### src/rtl/mac_pkg.sv
// mac_pkg: shared state encoding and default operand width for the MAC multiplier.
package mac_pkg;
   localparam int MAC_WIDTH = 8;
   typedef enum logic [1:0] {IDLE, MUL, FIX, DONE} mul_state_t;
endpackage

### src/rtl/mac_mul_negate.sv
// mac_mul_negate: conditional two's-complement negate; driving neg with the sign bit yields |d|.
module mac_mul_negate #(
   parameter int WIDTH = 8
) (
   input  logic             neg,
   input  logic [WIDTH-1:0] d,
   output logic [WIDTH-1:0] q
);
   assign q = neg ? -d : d;
endmodule

### src/rtl/mac_seq_multiplier.sv
// mac_seq_multiplier: shift-add multiply responder for the MAC controller handshake.
// Define MAC_MUL_SIGNED_EN for two's-complement operands (adds a one-cycle FIX sign correction).
module mac_seq_multiplier
   import mac_pkg::*;
#(
   parameter int WIDTH = MAC_WIDTH
) (
   input  logic               clk,
   input  logic               reset,
   input  logic               reset_cmd,
   input  logic               load_op,
   input  logic               begin_mul,
   input  logic [WIDTH-1:0]   a_in,
   input  logic [WIDTH-1:0]   b_in,
   output logic [2*WIDTH-1:0] product,
   output logic               end_mul,
   output logic               busy
);
   localparam int CW = $clog2(WIDTH + 1);
   mul_state_t state, state_next;
   logic [WIDTH-1:0] a_reg, b_reg, a_mag, b_mag;
   logic [2*WIDTH-1:0] acc, acc_next, acc_fix;
   logic [CW-1:0] count, count_next;
   logic [WIDTH:0] sum;
`ifdef MAC_MUL_SIGNED_EN
   localparam mul_state_t LAST = FIX;
   // Latched operands cannot change mid-multiply (load_op aborts), so their signs serve as the recorded sign.
   mac_mul_negate #(.WIDTH(WIDTH)) u_abs_a (.neg(a_reg[WIDTH-1]), .d(a_reg), .q(a_mag));
   mac_mul_negate #(.WIDTH(WIDTH)) u_abs_b (.neg(b_reg[WIDTH-1]), .d(b_reg), .q(b_mag));
   mac_mul_negate #(.WIDTH(2*WIDTH)) u_fix (.neg(a_reg[WIDTH-1] ^ b_reg[WIDTH-1]), .d(acc), .q(acc_fix));
`else
   localparam mul_state_t LAST = DONE;
   assign a_mag = a_reg;
   assign b_mag = b_reg;
   assign acc_fix = acc;
`endif
   assign sum = {1'b0, acc[2*WIDTH-1:WIDTH]} + {1'b0, (acc[0] ? a_mag : {WIDTH{1'b0}})};
   always_comb begin
      state_next = state;
      acc_next = acc;
      count_next = count;
      if (load_op) begin
         state_next = IDLE;
         acc_next = '0;
         count_next = '0;
      end else if (begin_mul && (state == IDLE || state == DONE)) begin
         state_next = MUL;
         acc_next = {{WIDTH{1'b0}}, b_mag};
         count_next = CW'(WIDTH);
      end else if (state == MUL) begin
         acc_next = {sum, acc[WIDTH-1:1]};
         count_next = count - CW'(1);
         state_next = (count == CW'(1)) ? LAST : MUL;
      end else if (state == FIX) begin
         acc_next = acc_fix;
         state_next = DONE;
      end
   end
   always_ff @(posedge clk or negedge reset) begin
      if (!reset) begin
         state <= IDLE;
         acc <= '0;
         count <= '0;
         a_reg <= '0;
         b_reg <= '0;
      end else if (!reset_cmd) begin
         state <= IDLE;
         acc <= '0;
         count <= '0;
         a_reg <= '0;
         b_reg <= '0;
      end else begin
         state <= state_next;
         acc <= acc_next;
         count <= count_next;
         if (load_op) begin
            a_reg <= a_in;
            b_reg <= b_in;
         end
      end
   end
   assign end_mul = (state == DONE);
   assign product = end_mul ? acc : '0;
   assign busy = (state == MUL) || (state == FIX);
endmodule

### config.mk
export PLATFORM = sky130hd
export DESIGN_NAME = mac_seq_multiplier
export DESIGN_NICKNAME = d
export VERILOG_FILES = /design/src/rtl/mac_pkg.sv /design/src/rtl/mac_mul_negate.sv /design/src/rtl/mac_seq_multiplier.sv
export SDC_FILE = /design/constraint.sdc
export NUM_CORES = 1
export LEC_CHECK = 0
export CAP_MARGIN = 20
export CORE_MARGIN = 10
export CORE_UTILIZATION = 48
export CTS_CLUSTER_SIZE = 8
export DETAILED_ROUTE_END_ITERATION = 16
export GPL_TIMING_DRIVEN = 1
export PLACE_DENSITY = 0.79
export SYNTH_ARGS = -nofsm -noshare
export SYNTH_HDL_FRONTEND = slang
export SYNTH_SLANG_ARGS = --single-unit
### constraint.sdc
create_clock -name clk -period 2.1 [get_ports clk]
set_input_delay 0.21 -clock clk [delete_from_list [all_inputs] [get_ports clk]]
set_output_delay 0.21 -clock clk [all_outputs]
set_load 0.01 [all_outputs]
---- After elaboration in Yosys (flattened, before gate mapping) ----
Cells that the tools add are included.
operators by class
  shift operators ......................... 0
  bitwise operators ....................... 0
  multiplexer cells ....................... 20
  eq/ne operators ......................... 7
  multipliers ............................. 0
  divide/modulo/power cells ............... 0
  add/subtract/negate cells ............... 2
  reduce and logical (&&, ||, !) cells .... 4
  magnitude comparators ................... 0
operator list
  operator                                                                 number
  16-bit 2-to-1 mux                                                        5
  8-bit 2-to-1 mux                                                         5
  4-bit 2-to-1 mux                                                         4
  2-bit 2-to-1 mux                                                         6
  8-bit by 8-bit adder with 9-bit output                                   1
  5-bit by 1-bit inequality test with 1-bit output, second input constant  1
  2-bit equality test, second input constant                               2
  4-bit by 1-bit equality test with 1-bit output, second input constant    1
  4-bit by 1-bit inequality test with 1-bit output, second input constant  1
  4-bit by 1-bit subtractor with 4-bit output, second input constant       1
  2-bit by 1-bit equality test with 1-bit output, second input constant    1
  2-bit zero test                                                          1
  1-bit logical OR                                                         2
  2-bit by 1-bit inequality test with 1-bit output, second input constant  1
  1-bit logical AND                                                        1
word-level totals
  output and inout port bits .............. 18
  bits in read-only memories .............. 0
  logic and storage cells ................. 38
  RAM bits ................................ 0
  register bits ........................... 38
  memories kept ........................... 0
  bits of input ports ..................... 21
  latch bits .............................. 0

---- Longest topological paths before layout ----
  word-level depth ........................ 6
  gate-level depth with buffers ........... 7
  mapped depth without buffers ............ 7

---- Worst setup path after synthesis ----
No wires, ideal clock.
  path type ............................... register -> register
  start point ............................. register acc[0]
  end point ............................... register acc[15]
  period minus slack after synthesis ...... 2.214 ns
  setup time .............................. 0.129 ns
  arrival time ............................ 2.085 ns
  stages on the path, launching flop included .. 8
  setup slack ............................. -0.114 ns
  buffers on the path ..................... 0
  required time ........................... 1.971 ns
  cells stage by stage .................... dfrtp_1 and2_1 ha_1 fa_1 a21o_1 a211o_1 a2111oi_4 nor3_1
on the way
  cells in the longest elaborated chain, start to end .. 6
ends and longest elaborated chain
  what                                    line                      text
  start, declared                         mac_seq_multiplier.sv:22  logic [2*WIDTH-1:0] acc, acc_next, acc_fix;
  start signal, assigned                  mac_seq_multiplier.sv:74  acc <= acc_next;
  8-bit 2-to-1 mux                        mac_seq_multiplier.sv:37  assign sum = {1'b0, acc[2*WIDTH-1:WIDTH]} + {1'b0, (acc[0] ? a_mag : {WIDTH{1'b0}})};
  8-bit by 8-bit adder with 9-bit output  mac_seq_multiplier.sv:37
  16-bit 2-to-1 mux                       mac_seq_multiplier.sv:50  end else if (state == MUL) begin
  16-bit 2-to-1 mux                       mac_seq_multiplier.sv:46  end else if (begin_mul && (state == IDLE || state == DONE)) begin
  16-bit 2-to-1 mux                       mac_seq_multiplier.sv:42  if (load_op) begin
  16-bit 2-to-1 mux                       mac_seq_multiplier.sv:66  end else if (!reset_cmd) begin
Every way passes these cells. The select of a mux whose other input is x is not followed.
A chain may end at the register's enable or synchronous reset.

---- Worst setup path in the final report ----
Same ends and word-level chain as after synthesis.

==> summary.txt <==
Global route
  • Met2 usage: 22.51%
  • First-pass GRT wire length: 8597 µm
  • Grt met3 use: 3.646%
  • All-Layer GR Usage: 13.77%
  • Grt peak-use layer: met2
  • Vias in the first global route: 1,759
  • Largest net degree at the start of global routing: 39
  • Antenna violations before repair: 0
  • Met1 Use GR: 17.31%
  • GR Overflow Total: 0

Finish
  • Most frequent cells in the layout: dfrtp_1 (38), clkdlybuf4s50_1 (38), mux2i_1 (25)
  • Nets@finish: 308
  • Area of the multi-input gates: 1306 µm²
  • Finished Layout Cells: 328
  • Register area: 950.9 µm²
  • Layout cells sized above 1: 13.14%
  • Post-layout utilization of the core: 63.20%
  • Area growth syn-to-layout: 28.80%
  • Fill cells: 403
  • Post-route cell area: 2965 µm²
  • Diode count: 0

STA
  • Fmax: 460.7 MHz
  • Worst-margin pin slew: 0.4814 ns
  • Final slew viol count: 0
  • Setup WS post-layout: -0.07043 ns
  • Min Clock Period, post-route: 2.170 ns
  • Setup violations, final: 1
  • Worst rel slew slack: 67.91%
  • Final setup skew: 0.005459 ns
  • Sum Neg Setup Slack: -0.07043 ns
  • Fin Hold WS: 0.3490 ns
  • Final count of hold timing violations: 0
  • Unrepaired setup endpoints after global routing: yes
  • Tcrit/Tclk final: 103.4%

Synthesis
  • Post-Synthesis Cells: 221
  • Post-synth top area share: 41.30%
  • Net Count, Synth: 256
  • Top cell type by total area after synthesis: dfrtp_1
  • Post-synth EDFFs: 0
  • Synth Area per Inst: 10.42 µm²
  • Area contributors post-synth: dfrtp_1 (41%), mux2i_1 (11%), ha_1 (7.1%), and2_1 (6.5%), nor2b_1 (5.7%)
  • Post-synthesis register bit count: 38
  • Mapped Area: 2302 µm²
  • Sequential area share after synthesis: 41.30%
  • Ys Warns: 0
  • Ys flop type: dfrtp_1
  • Unique masters post-synth: 38
  • Post-synth ARST share: 100.0%

Floorplanning
  • Number of I/O pins: 39
  • Die width: 89.26 µm
  • Initial Util: 49.07%
  • Die height: 89.26 µm
  • Rows: 25
  • Die Area: 7966 µm²
  • Core area: 4692 µm²

Power
  • Pwr Total: 1.611 mW
  • Lkg Pwr: 1.364 nW
  • Max rail drop VDD: 404.4 µV
  • PwrDens: 543.3 nW/µm²

Hold path
  • Hold Path Class: input pin to asynchronous set/reset pin

Clock tree
  • Root buffer cell: clkbuf_8
  • Clock sink total: 38
  • CTS buffer count: 5
  • Worst skew pair latency: 0.29 ns
  • Clk slew on worst S/H paths: 0.08 ns
  • H-tree depth: 2
  • CTS tree: done
  • CTS Buffer Depth: 2
  • Hold buffers post-CTS: 0

Drt
  • Final ANT Viol Nets: 0
  • Routed via count: 1,764
  • Routed WL: 5181 µm
  • DRT iter0 DRCs: 94
  • Initial DRT Pass Iterations: 4
  • DR vias/cell: 5.378
  • DRC violations left: 0
  • Wire per inst: 15.80 µm

Placed design
  • Placed Cells: 317
  • Placed instance area: 2805 µm²
  • Place WS: -0.02929 ns
  • GP Congestion: 0.8493
  • Port Buffers: 38
  • HPWL after detailed placement: 3904 µm

Worst setup path
  • Reg2Reg Depth: 7
  • CP required: 2.28 ns
  • R2R setup slack: -0.07 ns
  • Crit Path Category: flip-flop to flip-flop
  • CP max FO: 4
  • Critical R2R Launch: acc[0]
  • Kind of end point of the critical path: flip-flop
  • Critical Path Source Type: flip-flop
  • R2r endpoint: acc[15]
  • CP arrival: 2.35 ns

Run status
  • Status: finished with violations
  • Failing checks: negative setup slack

Flow run
  • Max cap viols: 0
## kinds of logic after synthesis
logic type | after synthesis | synth area share (%)
adders and majority gates | 14 | 7.935
buffers and inverters | 16 | 3.532
muxes | 25 | 10.87
xor gates and xnor gates | 5 | 1.903
DFF | 38 | 41.30
and+or+nand+nor | 86 | 21.74
AOI/OAI and AO/OA | 37 | 12.72
## cell type report
class | instances | area share [%]
multi-input cells | 167 | 44.05
well taps | 54 | 2.278
clock inverters | 1 | 1.013
flip-flops and latches | 38 | 32.07
inverters | 5 | 0.6329
repair buffers | 56 | 17.38
clock buffers | 7 | 2.574
## timing repair
action | 4_1_cts | 5_1_grt
buffers inserted | 0 | 3
resized for setup | 0 | 7
endpoints found under the setup margin | 1 | 4
pin swaps | 0 | 6
## cells in the mapped netlist, types with 3 or more instances
cell / n
dfrtp_1: 38
mux2i_1: 25
and2_1: 24
nor2b_1: 21
nor2_1: 14
ha_1: 13
a211oi_1: 11
o21ai_0: 6
buf_2: 5
inv_1: 5
nand2_1: 5
nor3_1: 5
a21oi_1: 4
clkbuf_1: 4
nand3b_1: 4
nand2b_1: 3
nand3_1: 3
xnor2_1: 3
## sequential cells by signal (all words and copies together), names as in the netlist
| signal | flops |
|---|---|
| state | 2 |
| a_mag | 8 |
| acc | 16 |
| b_mag | 8 |
| count | 4 |
## how the worst max path moves through the flow
stage               startpoint  endpoint  slack (ns)  cells after the start
floorplan               acc[0]   acc[15]       0.007                      7
finish                  acc[0]   acc[15]       -0.07                      7
detailed placement      acc[0]   acc[15]       -0.03                      7
CTS                     acc[0]   acc[15]       -0.05                      7
global placement        acc[0]   acc[15]        0.03                      7
global route            acc[0]   acc[15]       -0.12                      7
## where the power goes
group / internal [mW] / total [mW] / switching, mW
clock network: 0.355 / 0.613 / 0.257
logic: 0.110 / 0.217 / 0.106
registers: 0.760 / 0.782 / 0.0212
## routing by layer
layer | vias up | wire [µm]
met1 | 854 | 2315
li1 | 881 | -
met4 | 0 | 55
met2 | 25 | 2638
met3 | 4 | 171
met5 | - | 0
## worst max-delay path: stages, from the launching register on
cell	delay, ns
dfrtp_1	0.41
and2_4	0.16
ha_4	0.16
fa_2	0.37
a21o_1	0.21
a211o_1	0.35
a2111oi_4	0.34
nor3_2	0.06
Power figures use the tool's default switching activity.
